## src/rtl/hazard_ctrl.sv

```systemverilog
// hazard_ctrl: decode-side hazard unit for the 16-bit five-stage core.
// Tracks the destination registers in flight in EX/MEM/WB and derives
// EX operand forwarding, the WB-to-ID bypass, the load-use stall and the
// taken-branch flush, plus saturating stall/flush event counters.
module hazard_ctrl #(
  parameter int CNT_W = 16
) (
  input  logic             clk,
  input  logic             rst,
  input  logic             id_valid,
  input  logic [3:0]       id_rs1,
  input  logic [3:0]       id_rs2,
  input  logic             id_uses_rs1,
  input  logic             id_uses_rs2,
  input  logic [3:0]       id_rd,
  input  logic             id_reg_write,
  input  logic             id_is_load,
  input  logic             branch_taken,
  output logic             stall,
  output logic             flush,
  output logic [1:0]       fwd_a,
  output logic [1:0]       fwd_b,
  output logic             id_bypass_a,
  output logic             id_bypass_b,
  output logic [CNT_W-1:0] stall_cnt,
  output logic [CNT_W-1:0] flush_cnt
);

  localparam logic [1:0] FWD_REG = 2'b00;
  localparam logic [1:0] FWD_MEM = 2'b01;
  localparam logic [1:0] FWD_WB  = 2'b10;

  // Slot control bits (reset) and slot payload (no reset needed: qualified by valid)
  logic             ex_valid_q, ex_valid_d;
  logic             mem_valid_q, mem_valid_d;
  logic             wb_valid_q, wb_valid_d;
  logic [3:0]       ex_rd_q, ex_rd_d, mem_rd_q, mem_rd_d, wb_rd_q, wb_rd_d;
  logic             ex_rw_q, ex_rw_d, mem_rw_q, mem_rw_d, wb_rw_q, wb_rw_d;
  logic             ex_ld_q, ex_ld_d, mem_ld_q, mem_ld_d, wb_ld_q, wb_ld_d;
  logic [3:0]       ex_rs1_q, ex_rs1_d, ex_rs2_q, ex_rs2_d;
  logic             ex_u1_q, ex_u1_d, ex_u2_q, ex_u2_d;
  logic [CNT_W-1:0] stall_cnt_q, stall_cnt_d, flush_cnt_q, flush_cnt_d;

  // A slot produces rN when it is live, writes the regfile and targets rN.
  function automatic logic is_prod(input logic v, input logic rw,
                                   input logic [3:0] rd, input logic [3:0] n);
    return v & rw & (rd == n);
  endfunction

  // Saturating increment: holds at all-ones instead of wrapping.
  function automatic logic [CNT_W-1:0] sat_inc(input logic [CNT_W-1:0] c);
    return (&c) ? c : c + 1'b1;
  endfunction

  // Operand select for one EX source; a MEM-slot load falls through to WB/regfile.
  function automatic logic [1:0] fwd_sel(input logic v, input logic uses,
                                         input logic [3:0] rs,
                                         input logic m_v, input logic m_rw,
                                         input logic [3:0] m_rd, input logic m_ld,
                                         input logic w_v, input logic w_rw,
                                         input logic [3:0] w_rd);
    if (!uses || !v)                             return FWD_REG;
    else if (is_prod(m_v, m_rw, m_rd, rs) && !m_ld) return FWD_MEM;
    else if (is_prod(w_v, w_rw, w_rd, rs))       return FWD_WB;
    else                                         return FWD_REG;
  endfunction

  // Hazard decisions from ID fields and the registered slots.
  always_comb begin
    flush = branch_taken;
    stall = !branch_taken & id_valid & ex_ld_q &
            ((id_uses_rs1 & is_prod(ex_valid_q, ex_rw_q, ex_rd_q, id_rs1)) |
             (id_uses_rs2 & is_prod(ex_valid_q, ex_rw_q, ex_rd_q, id_rs2)));
    id_bypass_a = id_valid & id_uses_rs1 & is_prod(wb_valid_q, wb_rw_q, wb_rd_q, id_rs1);
    id_bypass_b = id_valid & id_uses_rs2 & is_prod(wb_valid_q, wb_rw_q, wb_rd_q, id_rs2);
    fwd_a = fwd_sel(ex_valid_q, ex_u1_q, ex_rs1_q, mem_valid_q, mem_rw_q, mem_rd_q,
                    mem_ld_q, wb_valid_q, wb_rw_q, wb_rd_q);
    fwd_b = fwd_sel(ex_valid_q, ex_u2_q, ex_rs2_q, mem_valid_q, mem_rw_q, mem_rd_q,
                    mem_ld_q, wb_valid_q, wb_rw_q, wb_rd_q);
  end

  // Next slot contents: the shadow pipeline shifts every cycle, EX takes ID or a bubble.
  always_comb begin
    ex_valid_d  = id_valid & !stall & !flush;
    ex_rd_d     = id_rd;
    ex_rw_d     = id_reg_write;
    ex_ld_d     = id_is_load;
    ex_rs1_d    = id_rs1;
    ex_rs2_d    = id_rs2;
    ex_u1_d     = id_uses_rs1;
    ex_u2_d     = id_uses_rs2;
    mem_valid_d = ex_valid_q;
    mem_rd_d    = ex_rd_q;
    mem_rw_d    = ex_rw_q;
    mem_ld_d    = ex_ld_q;
    wb_valid_d  = mem_valid_q;
    wb_rd_d     = mem_rd_q;
    wb_rw_d     = mem_rw_q;
    wb_ld_d     = mem_ld_q;
    stall_cnt_d = stall ? sat_inc(stall_cnt_q) : stall_cnt_q;
    flush_cnt_d = flush ? sat_inc(flush_cnt_q) : flush_cnt_q;
  end

  // Control state: slot valids and counters, cleared asynchronously.
  always_ff @(posedge clk or posedge rst) begin
    if (rst) begin
      ex_valid_q  <= 1'b0;
      mem_valid_q <= 1'b0;
      wb_valid_q  <= 1'b0;
      stall_cnt_q <= '0;
      flush_cnt_q <= '0;
    end else begin
      ex_valid_q  <= ex_valid_d;
      mem_valid_q <= mem_valid_d;
      wb_valid_q  <= wb_valid_d;
      stall_cnt_q <= stall_cnt_d;
      flush_cnt_q <= flush_cnt_d;
    end
  end

  // Slot payload registers; meaningless whenever the matching valid is low.
  always_ff @(posedge clk) begin
    ex_rd_q  <= ex_rd_d;
    ex_rw_q  <= ex_rw_d;
    ex_ld_q  <= ex_ld_d;
    ex_rs1_q <= ex_rs1_d;
    ex_rs2_q <= ex_rs2_d;
    ex_u1_q  <= ex_u1_d;
    ex_u2_q  <= ex_u2_d;
    mem_rd_q <= mem_rd_d;
    mem_rw_q <= mem_rw_d;
    mem_ld_q <= mem_ld_d;
    wb_rd_q  <= wb_rd_d;
    wb_rw_q  <= wb_rw_d;
    wb_ld_q  <= wb_ld_d;
  end

  assign stall_cnt = stall_cnt_q;
  assign flush_cnt = flush_cnt_q;

endmodule

```

## config.mk

```make
export PLATFORM = sky130hd
export DESIGN_NAME = hazard_ctrl
export DESIGN_NICKNAME = d
export VERILOG_FILES = /design/src/rtl/hazard_ctrl.sv
export SDC_FILE = /design/constraint.sdc
export NUM_CORES = 1
export LEC_CHECK = 0
export BUFFER_PORTS_ARGS = -buffer_cell sky130_fd_sc_hd__buf_2
export CAP_MARGIN = 20
export CORE_MARGIN = 1
export CORE_UTILIZATION = 57
export DETAILED_ROUTE_END_ITERATION = 16
export GPL_TIMING_DRIVEN = 0
export HOLD_SLACK_MARGIN = 0.06
export PLACE_DENSITY = 0.93
export REMOVE_ABC_BUFFERS = 1
export SYNTH_ARGS = -nofsm -noshare
export SYNTH_HDL_FRONTEND = slang
export SYNTH_SLANG_ARGS = --single-unit
```

## constraint.sdc

```tcl
create_clock -name clk -period 4.3 [get_ports clk]
set_input_delay 0 -clock clk [delete_from_list [all_inputs] [get_ports clk]]
set_output_delay 0 -clock clk [all_outputs]
set_load 0.02 [all_outputs]
```

# Word level (Yosys, flattened, before mapping)
# Cells that the tools add are included.
op_classes:
  mul: 0
  n_shift: 0
  bitwise: 25
  reduce_logical: 14
  n_mux: 6
  addsub: 2
  n_eq_ne: 8
  div: 0
  magnitude_cmp: 0
op_table:
  columns: ["operator", "n"]
  rows:
  - ["$add A16 B1 Y16 const B", 2]
  - ["$eq A4 B4 Y1", 8]
  - ["$reduce_and A16 Y1", 2]
  - ["$and A1 B1 Y1", 22]
  - ["$mux W2", 6]
  - ["$logic_not A1 Y1", 6]
  - ["$reduce_and A2 Y1", 2]
  - ["$logic_and A1 B1 Y1", 2]
  - ["$logic_or A1 B1 Y1", 2]
  - ["$not A1 Y1", 2]
  - ["$or A1 B1 Y1", 1]
totals:
  out_inout_bits: 40
  latchBits: 0
  input_bits: 20
  mem_bits_rw: 0
  wordCells: 72
  register_bits: 62
  n_memories: 0
  rom_bits: 0

# Depth between registers and ports, before layout
# Gate-level depths: netlist of the first run.
depth:
  ltp_word: 8
  depth_mapped: 8
  mapped_depth_nobuf: 7

# Worst setup path after synthesis of the first run
# Ideal clock, no wire load.
synth_timing:
  kind: "register to register"
  start: "register stall_cnt_q[0] (netlist: stall_cnt[0])"
  end: "register stall_cnt_q[1] (netlist: stall_cnt[1])"
  setup_ps: 125
  required_ps: 4175
  t_arrival_ps: 1826
  path_slack_ps: 2349
  stages_incl_launch_ff: 8
  n_path_buf: 1
  synth_period_minus_slack_ps: 1951
  cell_sequence: "dfrtp_1 ha_1 nand3_2 nor4_4 nand3_2 nand3_2 buf_6 mux2_4"
synth_between:
  elab_chain_len: 3
  word_cells_on_any_way: 4
  cone_classes: "add/sub: 1; bitwise: 1; reduce/logical: 2"
synth_rtl:
  columns: ["element", "line_no", "text"]
  rows:
  - ["from (decl)", "42", "logic [CNT_W-1:0] stall_cnt_q, stall_cnt_d, flush_cnt_q, flush_cnt_d;"]
  - ["from (signal assigned)", "116", "stall_cnt_q <= stall_cnt_d;"]
  - ["branches (longest 3 deep; another with $add A16 B1 Y16)", null, null]
# Parallel ways; which one is timed is not known.
# A chain may end at the register's enable or synchronous reset.

# Final worst setup path of the first run
layout_timing:
  start: "input id_rs1[3]"
  end: "register stall_cnt_q[9] (netlist: stall_cnt[9])"
layout_between:
  elab_chain_len: 6
layout_rtl:
  columns: ["element", "line_no", "text"]
  rows:
  - ["from (decl)", "11", "input logic [3:0] id_rs1,"]
  - ["$eq A4 B4 Y1", "47", "return v & rw & (rd == n);"]
  - ["$and A1 B1 Y1", "47", null]
  - ["$and A1 B1 Y1", "72", "((id_uses_rs1 & is_prod(ex_valid_q, ex_rw_q, ex_rd_q, id_rs1)) |"]
  - ["$or A1 B1 Y1", "72", null]
  - ["$and A1 B1 Y1", "71", "stall = !branch_taken & id_valid & ex_ld_q &"]
  - ["$reduce_and A2 Y1 (no source line)", null, null]
# No other way between the ends.

==> results of run 1 <==
## cell families (layout without fill, tap and decap cells)
logic type / after synthesis / after routing
buf+inv: 7 / 99
simple gates: 92 / 92
flops: 62 / 62
fa+ha+maj: 2 / 2
mux: 4 / 4
compound gates: 5 / 5
xor+xnor: 58 / 58
other cells: 0 / 1
## power groups by stage
stage                     sequential, mW  combinational (mW)  clock (mW)
after floorplan                    0.722              0.0839           0
after global placement             0.692               0.177           0
after detailed placement           0.695               0.187           0
after CTS                          0.686               0.200       0.516
after global routing               0.694               0.219       0.547
final                              0.688               0.203       0.509
## synthesized netlist by cell type, types with 2 or more instances
| cell | n |
|---|---|
| xnor2_1 | 31 |
| nor4_1 | 7 |
| and3_1 | 9 |
| nand3_2 | 3 |
| xor2_1 | 27 |
| and4_1 | 5 |
| a21oi_1 | 2 |
| dfrtp_1 | 35 |
| nand2_1 | 18 |
| dfxtp_1 | 27 |
| inv_1 | 4 |
| nor3_2 | 5 |
| nor2_1 | 14 |
| ha_1 | 2 |
| nand4_1 | 6 |
| nand3_1 | 18 |
## worst max path at each step
stage | to | cells after the start | slack (ns) | startpoint
global placement | stall_cnt[1]$_DFFE_PP0P_ | 6 | 2.38 | stall_cnt[0]$_DFFE_PP0P_
floorplan | stall_cnt[1]$_DFFE_PP0P_ | 6 | 2.36 | stall_cnt[0]$_DFFE_PP0P_
detailed placement | stall_cnt[1]$_DFFE_PP0P_ | 6 | 2.34 | stall_cnt[0]$_DFFE_PP0P_
finish | stall_cnt[9]$_DFFE_PP0P_ | 8 | 2.30 | id_rs1[3]
CTS | stall_cnt[1]$_DFFE_PP0P_ | 6 | 2.32 | stall_cnt[0]$_DFFE_PP0P_
global route | stall_cnt[1]$_DFFE_PP0P_ | 6 | 2.21 | stall_cnt[0]$_DFFE_PP0P_
## area by class of cell
| type | instances | area (µm²) |
|---|---|---|
| Fill cell | 268 | 1011 |
| Timing Repair Buffer | 79 | 513.0 |
| Sequential cell | 62 | 1416 |
| Inverter | 4 | 15.01 |
| Multi-Input combinational cell | 161 | 1161 |
| Antenna cell | 1 | 2.502 |
| Clock inverter | 4 | 45.04 |
| Clock buffer | 12 | 155.1 |
| Tap cell | 52 | 65.06 |
## registers in the layout, indices dropped and copies added (netlist names)
signal,flops
ex_ld_q,1
ex_rd_q,4
ex_rs1_q,4
ex_rs2_q,4
ex_rw_q,1
ex_u1_q,1
ex_u2_q,1
ex_valid_q,1
flush_cnt,16
mem_ld_q,1
mem_rd_q,4
mem_rw_q,1
mem_valid_q,1
stall_cnt,16
wb_rd_q,4
wb_rw_q,1
wb_valid_q,1
## routing by layer
metal	GRT usage, %	vias to the layer above	routed length, µm
li1	-	969	-
met3	6.977	14	253
met2	44.66	58	3029
met4	15.33	0	159
met5	0	-	0
met1	32.66	997	2577
## through the flow
stage	hold slack [ns]	utilization, %
6_report	0.1442	76.94
2_1_floorplan	0	-
4_1_cts	0.1279	76.88
5_1_grt	0.1827	76.94
3_5_place_dp	0.08647	67.98
3_3_place_gp	0.1031	67.35
## worst max-delay path: stages
cell and delay (ns):
dlygate4sd3_1 0.57, buf_2 0.17, xnor2_1 0.20, nand3_1 0.14, o22ai_2 0.24, nand3_2 0.34
nor4_1 0.42, xor2_1 0.18
==> reports/qor.txt, run 1 <==
Final Skew -> 0.008150 ns
Pwr Total -> 1.400 mW
GPL Wtd Cong -> 0.8117
Reg2Reg Capture Point -> stall_cnt[1]$_DFFE_PP0P_
Full die area -> 4865 µm²
Tcrit/Tclk final -> 46.57%
Slack of the critical path -> 2.298 ns
Post CTS Setup Buffer Count -> 0
Htree depth -> 3
Ys flop type -> dfrtp_1
Synthesis Warnings -> 0
Vias -> 2038
Area contributors post-synth -> dfrtp_1 33%, dfxtp_1 21%, xnor2_1 10%, xor2_1 9.0%, nand3_1 3.4%
Grt total ovfl -> 0
Fin cells -> 375
Hold Path Depth -> 5
Worst ir drop on vdd -> 362.2 µV
Cell variety after synth -> 33
Largest family of logic cells by synthesized area -> simple AND/OR/NAND/NOR gates
Chip width -> 69.75 µm
Power Dens Cells -> 415.0 nW/µm²
Core area -> 4384 µm²
Leading cell types in the layout, fill and taps excluded -> 59 x buf_2, 35 x dfrtp_1, 31 x xnor2_1, 27 x xor2_1, 27 x dfxtp_1
Worst-skew pair later-pin latency -> 0.33 ns
EDFF count, synth -> 0
Slew Viols, Final -> 0
CTS root buffer -> clkbuf_8
Slew @ Worst Pin -> 0.5949 ns
Adder-Cell Fraction of Synth Area -> 0.9565%
Final wirelength -> 6019 µm
DRT Pass-1 Iters -> 6
Placed Area -> 2980 µm²
Pint -> 1.017 mW
Seq pwr share -> 49.1%
Largest net degree at the start of global routing -> 24
Final hold violation count -> 0
Gate power share -> 14.5%
Required time of the worst setup path -> 4.55 ns
Cells after Synth -> 230
Hold_sp -> branch_taken
Fin area -> 3373 µm²
Total negative slack -> 0 ns
Initial antenna violation count -> 1
Static Leakage -> 1.634 nW
Post-synthesis mux area share -> 1.817%
Initial Utilization -> 59.67%
Iteration-0 DRC Markers -> 115
Chip height -> 69.75 µm
Worst min-delay path class -> in2reg
Clk pwr share -> 36.4%
Top cell type's share of synthesized area -> 33.48%
Worst slack, placed -> 2.338 ns
Crit end category -> flop
CTS tree -> done
Slew headroom -> 60.30%
Rows -> 24
Synth-to-layout area growth -> 28.93%
Residual DRC -> 0
Post-synthesis simple-gate area fraction -> 20.52%
RSZ-0062 raised after global routing -> false
CTS sink cnt -> 62
Clock Path Buffers -> 2
Maxcap violations -> 0
Total CTS buffers -> 9
Hold-fix buffers, CTS -> 19
# nets final -> 339
Num ports -> 60
Post-DRT Antenna Nets -> 0
Vias in the first global route -> 2068
Sw power -> 382.7 µW
Critical Path AT -> 2.26 ns
Post-Synthesis Cell Area -> 2616 µm²
Asr flop ratio synth -> 56.45%
Reg2reg start -> stall_cnt[0]$_DFFE_PP0P_
Resize count post-CTS -> 0
Seq/Total Area, Yosys -> 54.14%
Hpwl dp -> 3830 µm
Gr usage total -> 27.25%
Max Freq -> 499.4 MHz
Synth Area in Compound Gates -> 1.674%
Final setup vio count -> 0
Crit-path max FO -> 13
Vias per inst -> 5.435
Critical path class -> in2reg
First-pass GRT wire length -> 10090 µm
DR WL/cell -> 16.05 µm
Port bufs -> 59
R2R depth -> 6
Clk pin slew, worst setup/hold paths -> 0.06 ns
CP startpoint kind -> primary input
Min-Delay Endpoint -> flush_cnt[10]$_DFFE_PP0P_
Placed cell count -> 339
Status -> complete, no violations
Final min period -> 2.002 ns
Synthesized flop and latch total -> 62
Post-synthesis average cell area -> 11.38 µm²
Xor/xnor share of the synthesized area -> 19.42%
Switching Share -> 27.34%
Reg2reg setup slack -> 2.31 ns
Leading area contributor after synthesis -> dfrtp_1
Share of layout cells above drive strength 1 -> 27.95%
Most common cell after layout, fill and taps aside -> buf_2
No activity file was read; power rests on OpenSTA's default activity.
==> run 2, diff against run 1 <==
- CORE_UTILIZATION: 57 -> 48
- PLACE_DENSITY: 0.93 -> 0.84
- clock period: 4.3 -> 1.8 ns (I/O delays scaled with it)
==> run 2 against run 1 <==
The run now ends with setup timing left. Largest cell class unchanged. Combinational power up 150%. Sequential power up 140%. Cell area up 4.7%. Register-to-register slack worse by 2.3 ns. Critical path type is now reg2reg. Critical path depth down 2.
==> reports/qor.txt, run 2 (synthesis results as in run 1) <==
Synth-to-layout area growth -> 34.96% (was 28.93%)
Final Skew -> 0.01363 ns (was 0.008150 ns)
CTS sink cnt -> 62 (unchanged)
Initial antenna violation count -> 0 (was 1)
CP bufs+invs -> 0 (was 2)
Final min period -> 1.830 ns
Static Leakage -> 1.672 nW (was 1.634 nW)
Final hold violation count -> 0 (unchanged)
Worst ir drop on vdd -> 1036 µV (was 362.2 µV)
Total negative slack -> -0.03481 ns (was 0 ns)
Final wirelength -> 5787 µm (was 6019 µm)
Chip height -> 75.83 µm (was 69.75 µm)
Hpwl dp -> 3657 µm (was 3830 µm)
Sw power -> 927.4 µW (was 382.7 µW)
# nets final -> 346 (was 339)
Crit-path leading delay family -> simple AND/OR/NAND/NOR gates (unchanged)
Min Hold Slack -> 0.1359 ns (was 0.1442 ns)
Final Util -> 68.26% (was 76.94%)
Full die area -> 5749 µm² (was 4865 µm²)
GPL Wtd Cong -> 0.7798 (was 0.8117)
Seq pwr share -> 48.1% (was 49.1%)
Max Freq -> 546.5 MHz
Crit-path max FO -> 7 (was 13)
DRT Pass-1 Iters -> 4 (was 6)
Max stage delay on crit path -> 0.41 ns (was 0.57 ns)
Port bufs -> 59 (unchanged)
GR Util met3 -> 6.349% (was 6.977%)
Multi-input combinational cell area -> 1241 µm² (was 1161 µm²)
M2 GR Usage -> 33.63% (was 44.66%)
Num ports -> 60 (unchanged)
Maxcap violations -> 0 (unchanged)
Pint -> 2.492 mW (was 1.017 mW)
Vias in the first global route -> 1837 (was 2068)
Clk pin slew, worst setup/hold paths -> 0.07 ns (was 0.06 ns)
Initial Utilization -> 50.58% (was 59.67%)
Final setup vio count -> 2 (was 0)
Largest net degree at the start of global routing -> 21 (was 24)
Rows -> 26 (was 24)
Chip width -> 75.83 µm (was 69.75 µm)
Share of layout cells above drive strength 1 -> 31.61% (was 27.95%)
Crit end category -> flop (unchanged)
Fill count -> 369 (was 268)
Slew Viols, Final -> 0 (unchanged)
Critical Path AT -> 2.06 ns (was 2.26 ns)
Iteration-0 DRC Markers -> 115 (unchanged)
Vias per inst -> 5.110 (was 5.435)
Crit-path most repeated cell -> nand3_4
Clk pwr share -> 37.3% (was 36.4%)
Gr usage total -> 20.74% (was 27.25%)
Slack of the critical path -> -0.02979 ns (was 2.298 ns)
Reg2reg setup slack -> -0.03 ns (was 2.31 ns)
Most common cell after layout, fill and taps aside -> buf_2 (unchanged)
Total CTS buffers -> 9 (unchanged)
Crit path cell chain -> ha_4 > nand3_4 > nor4_4 > nand3_2 > nand3_4 > mux2_4 (was dlygate4sd3_1 > buf_2 > xnor2_1 > nand3_1 > o22ai_2 > nand3_2 > nor4_1 > xor2_1)
Ant diodes -> 0 (was 1)
CP max stage cell -> dfrtp_1 (was dlygate4sd3_1)
Register area -> 1419 µm² (was 1416 µm²)
Status -> finished with violations (was complete, no violations)
First-pass GRT wire length -> 8431 µm (was 10090 µm)
Met1 Use GR -> 24.39% (was 32.66%)
Slew @ Worst Pin -> 0.8517 ns (was 0.5949 ns)
Grt total ovfl -> 0 (unchanged)
RSZ-0062 raised after global routing -> true (was false)
Required time of the worst setup path -> 2.03 ns (was 4.55 ns)
Gr busiest metal -> met2 (unchanged)
Fin cells -> 399 (was 375)
Htree depth -> 3 (unchanged)
Tcrit/Tclk final -> 101.7%
Post-DRT Antenna Nets -> 0 (unchanged)
Switching Share -> 27.12% (was 27.34%)
Worst-skew pair later-pin latency -> 0.34 ns (was 0.33 ns)
Slew headroom -> 43.16% (was 60.30%)
Core area -> 5172 µm² (was 4384 µm²)
CP startpoint kind -> flop (was primary input)
CTS tree -> done (unchanged)
CTS root buffer -> clkbuf_8 (unchanged)
DR WL/cell -> 14.50 µm (was 16.05 µm)
Critical path class -> reg2reg (was in2reg)
Gate power share -> 14.6% (was 14.5%)
Placed cell count -> 357 (was 339)
Residual DRC -> 0 (unchanged)
Worst min-delay path class -> in2reg (unchanged)
Vias -> 2039 (was 2038)
Clock Path Buffers -> 2 (unchanged)
Leading cell types in the layout, fill and taps excluded -> 59 x buf_2, 34 x dfrtp_1, 30 x xnor2_1, 27 x xor2_1, 26 x dfxtp_1 (was 59 x buf_2, 35 x dfrtp_1, 31 x xnor2_1, 27 x xor2_1, 27 x dfxtp_1)
Power Dens Cells -> 968.3 nW/µm² (was 415.0 nW/µm²)
Failing checks -> setup timing
==> run 2: cell count changes in the layout (fill, tap and decap cells not counted), sizes merged <==
cell / delta
buf: +6
clkbuf: +1
clkinv: -1
diode: -1
nand3: +1
==> run 2: power groups by stage <==
stage,registers [mW],logic [mW],clock network (mW)
detailed placement,1.65,0.446,0
global placement,1.65,0.424,0
floorplan,1.72,0.200,0
CTS,1.63,0.481,1.29
finish,1.64,0.498,1.28
global route,1.66,0.542,1.36
==> run 2: area by class of cell <==
| class | instances | share of cell area [%] |
|---|---|---|
| clock buffers | 13 | 4.819 |
| flip-flops and latches | 62 | 40.18 |
| clock inverters | 3 | 1.134 |
| well taps | 70 | 2.481 |
| multi-input cells | 162 | 35.15 |
| repair buffers | 85 | 15.80 |
| inverters | 4 | 0.4252 |
==> run 2: tightest hold or removal path, cell delays in order <==
cell,delay (ns)
buf_2,0.12
nand3_1,0.08
nor2_1,0.05
a21oi_1,0.14
nor2_1,0.04
==> run 2: what timing repair did <==
item,4_1_cts,5_1_grt
buffers inserted,2,4
setup endpoints to repair,14,16
gates cloned,1,0
hold buffers,19,0
pin swaps,2,5
endpoints found under the hold margin,36,0
resized for setup,3,11
==> run 2: metal layers <==
metal | routed length [µm] | up-vias
li1 | - | 978
met1 | 2599 | 970
met2 | 2756 | 73
met3 | 266 | 18
met4 | 164 | 0
met5 | 0 | -
==> run 2: final timing paths <==
path                                          start                   endpoint  cells past startpoint
setup / recovery           stall_cnt[1]$_DFFE_PP0P_   stall_cnt[1]$_DFFE_PP0P_                      6
hold / removal                         branch_taken  flush_cnt[10]$_DFFE_PP0P_                      5
setup reg to reg           stall_cnt[1]$_DFFE_PP0P_   stall_cnt[1]$_DFFE_PP0P_                      6
hold reg to reg                     ex_rw_q$_DFF_P_           mem_rw_q$_DFF_P_                      0
max in group asynchronous                       rst   flush_cnt[0]$_DFFE_PP0P_                      4
min in group asynchronous                       rst   stall_cnt[1]$_DFFE_PP0P_                      3
==> run 2: metrics by stage <==
stage | area [µm²] | power, mW | setup WS [ns]
2_1_floorplan | 2592 | 1.925 | -0.1425
3_3_place_gp | 2975 | 2.075 | -0.1307
3_5_place_dp | 3003 | 2.096 | -0.1846
4_1_cts | 3446 | 3.403 | 0.008736
5_1_grt | 3531 | 3.566 | -0.1042
6_report | 3531 | 3.419 | -0.02979
